**config.mk**
```make
export PLATFORM = sky130hd
export DESIGN_NAME = biu88_flat
export DESIGN_NICKNAME = d
export VERILOG_FILES = /design/src/rtl/biu88_if.sv /design/src/rtl/biu88.sv /design/src/flat_wrapper.sv
export SDC_FILE = /design/constraint.sdc
export NUM_CORES = 1
export LEC_CHECK = 0
export BUFFER_PORTS_ARGS = -buffer_cell sky130_fd_sc_hd__buf_2
export CAP_MARGIN = 5
export CORE_AREA = 8 8 177 95
export DETAILED_ROUTE_END_ITERATION = 10
export DIE_AREA = 0 0 185 103
export MAX_ROUTING_LAYER = met4
export PLACE_DENSITY_LB_ADDON = 0.05
export SLEW_MARGIN = 15
export SYNTH_ARGS = -nofsm -noshare
export SYNTH_HDL_FRONTEND = slang
export SYNTH_SLANG_ARGS = --single-unit
export TNS_END_PERCENT = 10
```
**constraint.sdc**
```tcl
create_clock -name clock -period 3.8 [get_ports clock]
set_input_delay 0.76 -clock clock [delete_from_list [all_inputs] [get_ports clock]]
set_output_delay 0.76 -clock clock [all_outputs]
set_load 0.01 [all_outputs]
```
**src/rtl/biu88_if.sv**
```systemverilog
// Bus bundle for the 8088 bus interface unit: memory port, prefetch queue
// head and core data-access handshake. The BIU is the slave side; the
// execution unit plus memory (or a testbench) form the master side.
interface biu88_if #(
  parameter int ADDR_W = 20
);
  // memory port
  logic              ready;
  logic [ADDR_W-1:0] mem_address;
  logic [7:0]        mem_rdata;
  logic [7:0]        mem_wdata;
  logic              mem_wreq;
  // fetch redirect
  logic              flush;
  logic [15:0]       flush_cs;
  logic [15:0]       flush_ip;
  // prefetch queue head
  logic              q_valid;
  logic [7:0]        q_data;
  logic [15:0]       q_ip;
  logic              q_pop;
  // core data access
  logic              d_req;
  logic              d_we;
  logic              d_word;
  logic [15:0]       d_seg;
  logic [15:0]       d_off;
  logic [15:0]       d_wdata;
  logic              d_busy;
  logic              d_done;
  logic [15:0]       d_rdata;

  modport slave (
    input  ready, mem_rdata, flush, flush_cs, flush_ip, q_pop,
           d_req, d_we, d_word, d_seg, d_off, d_wdata,
    output mem_address, mem_wdata, mem_wreq, q_valid, q_data, q_ip,
           d_busy, d_done, d_rdata
  );

  modport master (
    output ready, mem_rdata, flush, flush_cs, flush_ip, q_pop,
           d_req, d_we, d_word, d_seg, d_off, d_wdata,
    input  mem_address, mem_wdata, mem_wreq, q_valid, q_data, q_ip,
           d_busy, d_done, d_rdata
  );
endinterface

```
**src/rtl/biu88.sv**
```systemverilog
// Bus interface unit for the 8088 core family. Owns the single byte-wide
// memory port, keeps a QDEPTH-byte prefetch queue filled from CS:IP and
// slots core data accesses (byte/word, read/write) in ahead of prefetch,
// splitting words into a low-byte and a high-byte cycle.
module biu88 #(
  parameter int QDEPTH = 4,
  parameter int ADDR_W = 20
) (
  input  logic   clock,
  input  logic   reset,
  biu88_if.slave bus
);

  typedef enum logic [1:0] {FETCH, DLO, DHI} state_t;

  localparam int PW = $clog2(QDEPTH);
  localparam int CW = PW + 1;
  localparam int SW = (ADDR_W > 20) ? ADDR_W : 20;

  // Segment:offset to physical byte address, truncated to the bus width.
  function automatic logic [ADDR_W-1:0] phys(input logic [15:0] seg, input logic [15:0] off);
    logic [SW:0] sum;
    sum = (SW+1)'({seg, 4'h0}) + (SW+1)'(off);
    return sum[ADDR_W-1:0];
  endfunction

  state_t            state_reg, state_next;
  logic [15:0]       cs_reg, ip_reg;
  logic [PW-1:0]     head_reg, tail_reg;
  logic [CW-1:0]     count_reg;
  logic [7:0]        q_mem [QDEPTH];
  logic              we_reg, word_reg;
  logic [15:0]       seg_reg, off_reg, wdata_reg;
  logic              done_reg;
  logic [15:0]       rdata_reg;

  logic              push, pop, accept;
  logic [ADDR_W-1:0] addr_out;
  logic [7:0]        wdata_out;
  logic              wreq_out;

  // Next state and the current transfer's address/strobe; data cycles win over prefetch.
  always_comb begin
    state_next = state_reg;
    push       = 1'b0;
    accept     = 1'b0;
    addr_out   = phys(cs_reg, ip_reg);
    wdata_out  = 8'h00;
    wreq_out   = 1'b0;
    case (state_reg)
      FETCH: begin
        // a flush in this cycle throws the fetched byte away, so don't push it
        push   = (count_reg < CW'(QDEPTH)) && !bus.flush;
        accept = bus.d_req;
        if (bus.d_req) state_next = DLO;
      end
      DLO: begin
        addr_out   = phys(seg_reg, off_reg);
        wdata_out  = we_reg ? wdata_reg[7:0] : 8'h00;
        wreq_out   = we_reg;
        state_next = word_reg ? DHI : FETCH;
      end
      DHI: begin
        // high byte stays inside the segment: offset wraps at 64K
        addr_out   = phys(seg_reg, off_reg + 16'd1);
        wdata_out  = we_reg ? wdata_reg[15:8] : 8'h00;
        wreq_out   = we_reg;
        state_next = FETCH;
      end
      default: state_next = FETCH;
    endcase
  end

  // Pops are honoured in any state; a flush overrides both push and pop.
  assign pop = bus.q_pop && (count_reg != '0) && !bus.flush;

  // State register; ready=0 freezes everything.
  always_ff @(posedge clock) begin
    if (reset)          state_reg <= FETCH;
    else if (bus.ready) state_reg <= state_next;
  end

  // Prefetch pointers, occupancy and the CS:IP fetch position.
  always_ff @(posedge clock) begin
    if (reset) begin
      cs_reg    <= 16'hF000;
      ip_reg    <= 16'h0000;
      head_reg  <= '0;
      tail_reg  <= '0;
      count_reg <= '0;
    end else if (bus.ready) begin
      if (bus.flush) begin
        cs_reg    <= bus.flush_cs;
        ip_reg    <= bus.flush_ip;
        head_reg  <= '0;
        tail_reg  <= '0;
        count_reg <= '0;
      end else begin
        if (push) begin
          tail_reg <= tail_reg + 1'b1;
          ip_reg   <= ip_reg + 16'd1;
        end
        if (pop) head_reg <= head_reg + 1'b1;
        case ({push, pop})
          2'b10:   count_reg <= count_reg + CW'(1);
          2'b01:   count_reg <= count_reg - CW'(1);
          default: count_reg <= count_reg;
        endcase
      end
    end
  end

  // Queue storage; contents need no reset because occupancy gates visibility.
  always_ff @(posedge clock) begin
    if (!reset && bus.ready && push) q_mem[tail_reg] <= bus.mem_rdata;
  end

  // Data access: latch the request, collect read bytes, pulse done after the last byte.
  always_ff @(posedge clock) begin
    if (reset) begin
      we_reg    <= 1'b0;
      word_reg  <= 1'b0;
      seg_reg   <= 16'h0000;
      off_reg   <= 16'h0000;
      wdata_reg <= 16'h0000;
      done_reg  <= 1'b0;
      rdata_reg <= 16'h0000;
    end else if (bus.ready) begin
      if (accept) begin
        we_reg    <= bus.d_we;
        word_reg  <= bus.d_word;
        seg_reg   <= bus.d_seg;
        off_reg   <= bus.d_off;
        wdata_reg <= bus.d_wdata;
      end
      if (state_reg == DLO && !we_reg) rdata_reg <= {8'h00, bus.mem_rdata};
      if (state_reg == DHI && !we_reg) rdata_reg[15:8] <= bus.mem_rdata;
      done_reg <= (state_reg == DHI) || (state_reg == DLO && !word_reg);
    end
  end

  assign bus.mem_address = addr_out;
  assign bus.mem_wdata   = wdata_out;
  assign bus.mem_wreq    = wreq_out;
  assign bus.q_valid     = (count_reg != '0);
  assign bus.q_data      = q_mem[head_reg];
  assign bus.q_ip        = ip_reg - 16'(count_reg);
  assign bus.d_busy      = (state_reg != FETCH);
  assign bus.d_done      = done_reg;
  assign bus.d_rdata     = rdata_reg;

endmodule

```
**src/flat_wrapper.sv**
```systemverilog
// flat-port wrapper written by rule: the top's interface ports become plain ports
module biu88_flat 
#(
  parameter int QDEPTH = 4,
  parameter int ADDR_W = 20
)
  (clock, reset, bus_ready, bus_mem_rdata, bus_flush, bus_flush_cs, bus_flush_ip, bus_q_pop, bus_d_req, bus_d_we, bus_d_word, bus_d_seg, bus_d_off, bus_d_wdata, bus_mem_address, bus_mem_wdata, bus_mem_wreq, bus_q_valid, bus_q_data, bus_q_ip, bus_d_busy, bus_d_done, bus_d_rdata);
  biu88_if #(.ADDR_W(ADDR_W)) bus_i ();
  input  logic clock;
  input  logic reset;
  input wire logic [$bits(bus_i.ready)-1:0] bus_ready;
  input wire logic [$bits(bus_i.mem_rdata)-1:0] bus_mem_rdata;
  input wire logic [$bits(bus_i.flush)-1:0] bus_flush;
  input wire logic [$bits(bus_i.flush_cs)-1:0] bus_flush_cs;
  input wire logic [$bits(bus_i.flush_ip)-1:0] bus_flush_ip;
  input wire logic [$bits(bus_i.q_pop)-1:0] bus_q_pop;
  input wire logic [$bits(bus_i.d_req)-1:0] bus_d_req;
  input wire logic [$bits(bus_i.d_we)-1:0] bus_d_we;
  input wire logic [$bits(bus_i.d_word)-1:0] bus_d_word;
  input wire logic [$bits(bus_i.d_seg)-1:0] bus_d_seg;
  input wire logic [$bits(bus_i.d_off)-1:0] bus_d_off;
  input wire logic [$bits(bus_i.d_wdata)-1:0] bus_d_wdata;
  output wire logic [$bits(bus_i.mem_address)-1:0] bus_mem_address;
  output wire logic [$bits(bus_i.mem_wdata)-1:0] bus_mem_wdata;
  output wire logic [$bits(bus_i.mem_wreq)-1:0] bus_mem_wreq;
  output wire logic [$bits(bus_i.q_valid)-1:0] bus_q_valid;
  output wire logic [$bits(bus_i.q_data)-1:0] bus_q_data;
  output wire logic [$bits(bus_i.q_ip)-1:0] bus_q_ip;
  output wire logic [$bits(bus_i.d_busy)-1:0] bus_d_busy;
  output wire logic [$bits(bus_i.d_done)-1:0] bus_d_done;
  output wire logic [$bits(bus_i.d_rdata)-1:0] bus_d_rdata;
  assign bus_i.ready = bus_ready;
  assign bus_i.mem_rdata = bus_mem_rdata;
  assign bus_i.flush = bus_flush;
  assign bus_i.flush_cs = bus_flush_cs;
  assign bus_i.flush_ip = bus_flush_ip;
  assign bus_i.q_pop = bus_q_pop;
  assign bus_i.d_req = bus_d_req;
  assign bus_i.d_we = bus_d_we;
  assign bus_i.d_word = bus_d_word;
  assign bus_i.d_seg = bus_d_seg;
  assign bus_i.d_off = bus_d_off;
  assign bus_i.d_wdata = bus_d_wdata;
  assign bus_mem_address = bus_i.mem_address;
  assign bus_mem_wdata = bus_i.mem_wdata;
  assign bus_mem_wreq = bus_i.mem_wreq;
  assign bus_q_valid = bus_i.q_valid;
  assign bus_q_data = bus_i.q_data;
  assign bus_q_ip = bus_i.q_ip;
  assign bus_d_busy = bus_i.d_busy;
  assign bus_d_done = bus_i.d_done;
  assign bus_d_rdata = bus_i.d_rdata;
  biu88 #(.QDEPTH(QDEPTH), .ADDR_W(ADDR_W)) u_core (.clock(clock), .reset(reset), .bus(bus_i));
endmodule
```
# Yosys cells after proc, flatten, opt, wreduce, memory -nomap -nowiden
# Memory sizes are Yosys's and may differ from the RTL's. A register that Yosys moved wholly into a read port is not among the register bits.
# Cells that the tools add are included.
[op_classes]
add_sub_neg = 10
magnitude_cmp = 1
eq_ne = 5
mux = 24
n_reduce_logical = 29
[ops]
columns = ["cell", "n"]
rows = [
  ["$add A20 B16 Y20", 3],
  ["$mux W16", 3],
  ["$pmux W20 S2", 1],
  ["$add A16 B1 Y16 const B", 2],
  ["$mux W8", 3],
  ["$mux W2", 8],
  ["$pmux W8 S2", 1],
  ["$reduce_and A2 Y1", 8],
  ["$sub A16 B3 Y16", 1],
  ["$logic_and A1 B1 Y1", 8],
  ["$reduce_bool A2 Y1", 4],
  ["$pmux W3 S2", 1],
  ["$reduce_bool A3 Y1", 2],
  ["$mux W1", 5],
  ["$add A2 B1 Y2 const B", 2],
  ["$eq A2 B1 Y1 const B", 2],
  ["$eq A2 B2 Y1 const B", 2],
  ["$logic_not A1 Y1", 4],
  ["$pmux W2 S2", 1],
  ["$add A3 B1 Y3 const B", 1],
  ["$lt A3 B3 Y1 const B", 1],
  ["$mux W3", 1],
  ["$sub A3 B1 Y3 const B", 1],
  ["$logic_not A2 Y1", 1],
  ["3 further kinds", 3],
]
[totals]
reg_bits = 108
mem_bits_rw = 32
input_bits = 96
output_inout_bits = 72
elab_cells = 84
n_memories = 1
[mem_list]
columns = ["name", "depth", "word_bits", "read_ports", "rd_clocked_by_memory_dff", "write_ports", "line_no", "text"]
rows = [
  ["u_core.q_mem", 4, 8, 1, 1, 1, "biu88.sv:31", "logic [7:0] q_mem [QDEPTH];"],
]

# Longest topological paths before layout
# Gate-level depths: netlist of the first run.
[logic_depth]
depth_word = 7
depth_mapped = 14
depth_no_buf = 13

# Worst setup path after synthesis of the first run
# No wires, ideal clock.
[synth_timing]
path_kind = "register to output"
startpoint = "register u_core.state_reg[0]"
endpoint = "output port bus_mem_address[17]"
arrival_ns = 2.810
required_ns = 3.040
setup_slack_ns = 0.230
stages_incl_launch_ff = 15
n_path_buf = 1
cell_sequence = "dfxtp_1 -> inv_1 -> ha_1 -> clkbuf_1 -> nand3_1 -> nor2_1 -> nand3_1 -> xnor2_1 -> ha_1 -> nor3_1 -> nor4_1 -> nand2_1 -> o31ai_1 -> xnor2_1 -> o22ai_1"
[synth_between]
elab_chain_cells = 2
word_cells_on_any_way = 3
cone_classes = "eq/ne (2); mux (1)"
[synth_lines]
columns = ["item", "line_no", "text"]
rows = [
  ["start: declaration", "biu88.sv:27", "state_t state_reg, state_next;"],
  ["start signal: assignment", "biu88.sv:80", "else if (bus.ready) state_reg <= state_next;"],
  ["$eq A2 B2 Y1 or $eq A2 B1 Y1 (tied branches)", "biu88.sv:50", "case (state_reg)"],
  ["$pmux W20 S2 (*)", "biu88.sv:50", ""],
  ["end: declaration", "flat_wrapper.sv:23", "output wire logic [$bits(bus_i.mem_address)-1:0] bus_mem_address;"],
]
# Every way passes the cells marked *; elsewhere a longest branch is shown, timed or not.

# Worst setup path in the final report of the first run
[layout_timing]
startpoint = "register u_core.off_reg[4]"
endpoint = "output port bus_mem_address[19]"
[layout_between]
elab_chain_cells = 3
word_cells_on_any_way = 4
cone_classes = "add/sub (3); mux (1)"
[layout_lines]
columns = ["item", "line_no", "text"]
rows = [
  ["start: declaration", "biu88.sv:33", "logic [15:0] seg_reg, off_reg, wdata_reg;"],
  ["start signal: assignment", "biu88.sv:133", "off_reg <= bus.d_off;"],
  ["$add A16 B1 Y16", "biu88.sv:65", "addr_out = phys(seg_reg, off_reg + 16'd1);"],
  ["$add A20 B16 Y20", "biu88.sv:23", "sum = (SW+1)'({seg, 4'h0}) + (SW+1)'(off);"],
  ["$pmux W20 S2 (*)", "biu88.sv:50", ""],
]
# Marked as above.

==> results of run 1 <==
how the worst max path moves through the flow:
| stage | endpoint | slack (ns) | cells past startpoint |
|---|---|---|---|
| after global placement | bus_mem_address[19] | 0.15 | 14 |
| after detailed placement | bus_mem_address[19] | 0.08 | 14 |
| final | bus_mem_address[19] | -0.20 | 13 |
| after global routing | bus_mem_address[19] | -0.32 | 15 |
| after floorplan | bus_mem_address[17] | 0.23 | 14 |
| after CTS | bus_mem_address[19] | -0.07 | 14 |
critical path: stages (launching register included):
cell,delay [ns]
dfxtp_1,0.42
nand3_1,0.19
nor2_2,0.15
buf_6,0.17
nand3_4,0.11
xnor2_4,0.16
ha_2,0.22
a2111oi_1,0.56
nor4_2,0.10
nand2_1,0.20
o21ai_1,0.14
xnor2_1,0.14
o22ai_1,0.11
buf_2,0.16
power breakdown:
part / switching [mW] / internal [mW]
Sequential: 0.0626 / 1.60
Combinational: 0.348 / 0.248
Clock: 0.756 / 1.07
Total: 1.17 / 2.92
synthesized netlist by cell type, drive strengths merged (8+ instances only):
cell type,number,area share
nand2,186,0.090
xor2,24,0.027
dfxtp,110,0.28
a211oi,12,0.012
or3,8,0.0078
inv,28,0.014
nor3,9,0.0071
ha,39,0.063
and3,10,0.0081
a21oi,113,0.073
o22ai,15,0.012
mux4,8,0.023
edfxtp,32,0.12
a22oi,24,0.023
o21ai,36,0.023
nand3,26,0.017
xnor2,30,0.034
a21o,10,0.0097
nor2,77,0.037
clkbuf,44,0.021
buf,9,0.0063
timing repair:
item | CTS | global route
resized for setup | 44 | 31
buffers inserted | 7 | 7
gates cloned | 0 | 0
pin swaps | 28 | 27
endpoints found under the hold margin | 0 | 0
endpoints found under the setup margin | 12 | 11
metrics by stage:
| stage | setup TNS [ns] | util | std cells | hold WS [ns] |
|---|---|---|---|---|
| final | -0.888 | 0.697 | 1309 | 0.454 |
| after global placement | 0 | 0.619 | 1263 | 0.442 |
| after CTS | -0.308 | 0.680 | 1302 | 0.454 |
| after detailed placement | 0 | 0.619 | 1263 | 0.447 |
| after global routing | -2.05 | 0.697 | 1309 | 0.472 |
| after floorplan | 0 | - | 929 | 0.436 |
logic make-up (layout without fill, tap and decap cells):
group,after synthesis,in the layout
adders and majority gates,43,43
buffers and inverters,81,263
DFF,142,142
muxes,10,10
AOI/OAI and AO/OA,245,245
and+or+nand+nor,354,354
xor gates and xnor gates,54,54
layer usage:
metal	vias up	routed length (um)
met5	-	0
met3	23	2070
met1	3493	12100
met2	303	9610
li1	3600	-
met4	0	307
final cells by class:
cell class                      count  area [um2]
Tap cell                          198         248
Multi-Input combinational cell    706        4600
Clock buffer                       17         425
Inverter                           28         105
Clock inverter                     15         218
Sequential cell                   142        3180
Fill cell                        1183        4300
Timing Repair Buffer              203        1120
layout by cell type, fill, tap and decap left out, types with 5 or more instances in the layout:
cell / Yosys / layout
a211oi_1: 12 / 11
o21a_1: 6 / 6
a21oi_1: 113 / 109
inv_1: 28 / 25
dfxtp_1: 110 / 100
buf_4: 0 / 35
xnor2_2: 0 / 5
a21o_1: 10 / 10
clkbuf_16: 0 / 17
nor2b_1: 7 / 7
o31ai_1: 7 / 6
buf_2: 6 / 166
ha_1: 39 / 28
mux4_2: 8 / 8
nor3_1: 7 / 7
o21ai_0: 32 / 28
edfxtp_1: 32 / 32
a22oi_1: 24 / 24
nand3_1: 26 / 21
or3_1: 6 / 6
o22ai_1: 15 / 15
xor2_1: 24 / 23
xnor2_1: 30 / 24
o21ai_1: 4 / 7
a31oi_1: 7 / 6
nand4_1: 6 / 6
ha_4: 0 / 8
and3_1: 10 / 5
nor2_1: 77 / 75
dfxtp_2: 0 / 10
nand2_1: 186 / 185
inv_6: 0 / 6
and2_1: 5 / 5
==> metrics.md, run 1 <==
| Metric | Value |
|---|---|
| Clock Root Buffer | `clkbuf_16` |
| Core Box Area | `0.0142 mm2` |
| Post-synth EDFFs | `32` |
| GR Layer Usage met3 | `0.0559` |
| CTS tree | `built` |
| Die Height | `slightly above 100 um` |
| Min Tclk post-route | `approximately 4 ns` |
| Rows | `31` |
| Status | `finished, violations left` |
| Hold EP | `u_core.bus.d_rdata[4]` |
| Later-pin clock latency in the skew report | `0.42 ns` |
| Post-synthesis sequential area ratio | `0.409` |
| Hold path depth | `2` |
| Clock Tree Buf Depth | `2` |
| Syn Inst Count | `929` |
| Synth Area in Compound Gates | `0.188` |
| Setup Slack @ Placement | `between 0.08 and 0.09 ns` |
| Pwr dens | `just over 400 mW/mm2` |
| RR Endpoint | `u_core.count_reg[2]` |
| Via/cell ratio | `about 5.7` |
| Setup ws final | `-0.201 ns` |
| CP required | `around 3 ns` |
| Critical path type | `reg2out` |
| Average wire per cell in the routed design | `18.4 um` |
| Layout area overhead | `27.8%` |
| Max-Cap Viols | `0` |
| GR met1 Demand/Resource | `0.379` |
| Share of post-route cells with drive strength above 1 | `0.277` |
| HPWL Detailed | `roughly 17000 um` |
| Placer Congestion | `approximately 1` |
| Sink Count | `142` |
| I/O Buffers | `167` |
| Syn_nets | `~1100` |
| Syn Area/Cell | `between 8 and 9 um2` |
| Post-Synth XOR/XNOR Area | `0.0611` |
| Slew headroom | `0.500` |
| Post-route cell area | `0.00989 mm2` |
| Clk_skew | `0.0109 ns` |
| DRC viols | `0` |
| Prevailing post-synth register cell | `dfxtp_1` |
| Vias | `approximately 7400` |
| Post-synthesis cell area | `0.00774 mm2` |
| Worst setup EP type | `output pin` |
| Die Area | `~0.019 mm2` |
| Simple-gate share of the synthesized area | `0.202` |
| Fin. max-slew vios | `0` |
| Largest net degree at the start of global routing | `58` |
| # H-tree levels | `4` |
| R2R setup slack | `1.06 ns` |
| VDD IR max | `304 uV` |
| First-pass GRT wire length | `37100 um` |
| Clock transition at path regs | `0.07 ns` |
| R2R depth | `11` |
| Critical Path Start | `u_core.off_reg[4]` |
| Failing checks | `setup timing` |
| Worst min-delay path category | `reg2reg` |
| Chip width | `185 um` |
| CTS Hold Bufs | `0` |
| Routed Antenna Nets | `0` |
| Adder-cell share of the synthesized area | `0.0734` |
| Largest family of logic cells by synthesized area | `simple AND/OR/NAND/NOR gates` |
| # diodes | `0` |
| Vias in the first global route | `6904` |
| Starting density of the core | `0.545` |
| Fin. Hold Viols | `0` |
| Final Setup Violations | `8` |
| I/O pins | `168` |
| Initial DRC Count | `713` |
| Largest Register | `u_core.q_mem` |
| CP Data Arrival Time | `between 3 and 4 ns` |
| Post-synthesis register bit count | `142` |
| Worst slew pin tran | `0.745 ns` |
| Reg-to-reg startpoint | `u_core.state_reg[0]` |
| Tot Pwr | `between 4 and 5 mW` |
| Period utilisation layout | `1.05` |
| Synth warn | `0` |
| Netlist cell types | `52` |
| Post-synth ARST share | `0` |
| CTS Buf Count | `17` |
| Initial DRT Pass Iterations | `5` |
| CP startpoint kind | `flop` |
| WL final | `24000 um` |
| Met2 Usage GRT | `0.336` |
| Max FO, Critical Path | `6` |
| Most Crowded Layer GR | `met1` |
| DP Area | `0.00878 mm2` |
| Max reg flops | `32` |
| Total GRT Usage | `0.254` |
| Initial antenna violation count | `0` |
| Total grt overflow | `0` |
| Post-synthesis mux area share | `0.0259` |
| Fmax | `0.250 GHz` |
| Hold path startpoint | `u_core.bus.d_rdata[4]` |
| Pleak | `4.05 nW` |
| RSZ-0062 raised after global routing | `yes` |
| Fin nets | `around 1200` |
Power figures use the tool's default switching activity.
==> run 2, diff against run 1 <==
--- a/config.mk
+++ b/config.mk
@@ -7,9 +7,9 @@
 export LEC_CHECK = 0
 export BUFFER_PORTS_ARGS = -buffer_cell sky130_fd_sc_hd__buf_2
 export CAP_MARGIN = 5
-export CORE_AREA = 8 8 177 95
+export CORE_AREA = 8 8 128 130
 export DETAILED_ROUTE_END_ITERATION = 10
-export DIE_AREA = 0 0 185 103
+export DIE_AREA = 0 0 136 138
 export MAX_ROUTING_LAYER = met4
 export PLACE_DENSITY_LB_ADDON = 0.05
 export SLEW_MARGIN = 15
==> run 2 against run 1 <==
Net effect: critical path type unchanged; the flow still finishes with violations (setup timing); first-iteration DRC count decreased by 14%; via count decreased by 3.0%; clock power decreased by 9%; utilization decreased by 1.9 points.
==> metrics.md, run 2 (synthesis results as in run 1) <==
| Metric | Value |
|---|---|
| I/O Buffers | `167` |
| Layout area overhead | `25.3%` |
| Status | `finished, violations left` |
| Vias | `7194` |
| Commonest non-fill, non-tap cells in the layout | `185 x nand2_1, 166 x buf_2, 110 x a21oi_1, 103 x dfxtp_1, 76 x nor2_1` |
| Most Crowded Layer GR | `met2` |
| Critical path type | `reg2out` |
| Pleak | `3.99 nW` |
| Die Height | `~140 um` |
| Clk_skew | `0.00698 ns` |
| CP bufs+invs | `3` |
| VDD IR max | `304 uV` |
| # H-tree levels | `4` |
| Share of post-route cells with drive strength above 1 | `0.266` |
| Total grt overflow | `0` |
| Routed Antenna Nets | `0` |
| Filler cells | `1237` |
| Die Area | `0.0188 mm2` |
| CTS Buf Count | `17` |
| HPWL Detailed | `15300 um` |
| Min Tclk post-route | `roughly 3.9 ns` |
| I/O pins | `168` |
| Period utilisation layout | `1.03` |
| First-pass GRT wire length | `between 30000 and 40000 um` |
| CP startpoint kind | `flop` |
| CTS tree | `built` |
| Total GRT Usage | `0.228` |
| Largest net degree at the start of global routing | `67` |
| Slowest cell on crit path | `ha_1` |
| Rows | `44` |
| Placer Congestion | `roughly 0.94` |
| Fin. Hold Viols | `0` |
| Slew headroom | `0.279` |
| Max reg flops | `32` |
| Crit-path cells | `inv_2 > ha_4 > nand3_1 > nor2_1 > buf_4 > nand3_2 > xnor2_1 > ha_1 > o211ai_1 > a21oi_4 > o21a_1 > o2111ai_2 > xor2_1 > o22ai_1 > buf_2` |
| Failing checks | `setup timing` |
| Clock Tree Buf Depth | `2` |
| Critical path's top delay family | `compound AO/OA/AOI/OAI gates` |
| CP Data Arrival Time | `about 3.2 ns` |
| Clock Root Buffer | `clkbuf_16` |
| Cell Count, Final, Fillers Out | `1290` |
| DRC viols | `0` |
| Core Box Area | `roughly 0.014 mm2` |
| Clock transition at path regs | `approximately 0.060 ns` |
| RSZ-0062 raised after global routing | `yes` |
| Initial DRT Pass Iterations | `5` |
| Max-Cap Viols | `0` |
| Largest Register | `u_core.q_mem` |
| Crit-path max cell delay | `0.37 ns` |
| Fin nets | `1232` |
| Via/cell ratio | `5.58` |
| Hold WS | `around 0.45 ns` |
| Vias in the first global route | `6961` |
| Average wire per cell in the routed design | `between 15 and 20 um` |
| Max FO, Critical Path | `6` |
| Fmax | `0.255 GHz` |
| Setup TNS | `-0.759 ns` |
| Sink Count | `142` |
| Tot Pwr | `roughly 3.9 mW` |
| Final Setup Violations | `9` |
| Placed Cells | `roughly 1200` |
| Pwr dens | `401 mW/mm2` |
| R2R setup slack | `1.30 ns` |
| Worst setup EP type | `output pin` |
| Worst min-delay path category | `reg2reg` |
| Met2 Usage GRT | `0.365` |
| Utilization after layout | `0.678` |
| Chip width | `roughly 140 um` |
| # diodes | `0` |
| Initial DRC Count | `616` |
| GR met1 Demand/Resource | `0.284` |
| Leading cell type in the layout, fill and taps excluded | `nand2_1` |
| Setup ws final | `-0.120 ns` |
| GR Layer Usage met3 | `0.0442` |
| Later-pin clock latency in the skew report | `approximately 0.43 ns` |
| Starting density of the core | `0.541` |
| WL final | `21700 um` |
| Worst slew pin tran | `1.07 ns` |
| Fin. max-slew vios | `0` |
| Initial antenna violation count | `0` |
| CTS Hold Bufs | `0` |
| CP required | `3.04 ns` |
run 2: metrics by stage:
stage / cell area (um2) / setup WS, ns
final: 9700 / -0.120
after global routing: 9700 / -0.257
after CTS: 9560 / -0.0620
after detailed placement: 8740 / 0.146
after global placement: 8740 / 0.169
after floorplan: 7740 / 0.230
run 2: worst min-delay path, delay by kind of cell (launching register included):
family | cells | cell delay [ns]
DFF | 1 | 0.31
and+or+nand+nor | 1 | 0.05
AOI/OAI and AO/OA | 1 | 0.05
run 2: area by class of cell:
type | count | area (um2) | share of cell area
multi-input combinational | 706 | 4520 | 0.466
sequential | 142 | 3170 | 0.327
timing repair buffer | 198 | 1070 | 0.110
clock buffer | 17 | 425 | 0.0439
tap | 184 | 230 | 0.0237
clock inverter | 15 | 173 | 0.0178
inverter | 28 | 105 | 0.0108
run 2: what timing repair did:
item | 4_1_cts | 5_1_grt
setup endpoints to repair | 11 | 10
resized for setup | 39 | 24
buffers inserted | 10 | 3
endpoints found under the hold margin | 0 | 0
pin swaps | 18 | 16
cloned | 0 | 0
run 2: report_power, final:
part	leakage, nW	internal [mW]	total, mW	switching [mW]
combinational	2.52	0.238	0.564	0.326
clock	0.280	0.936	1.67	0.738
sequential	1.19	1.60	1.66	0.0594
total	3.99	2.77	3.89	1.12
run 2: worst paths after layout:
path,from,to,cells past startpoint
min reg2reg,u_core.bus.d_rdata[3],u_core.bus.d_rdata[3],2
min,u_core.bus.d_rdata[3],u_core.bus.d_rdata[3],2
max,u_core.state_reg[0],bus_mem_address[18],15
max reg2reg,u_core.state_reg[1],u_core.count_reg[2],9
run 2: layer usage:
metal  vias to the layer above  wire, um
met1                      3365      9630
met4                         0       298
met2                       211     10700
met3                        26      1110
li1                       3592         -
met5                         -         0
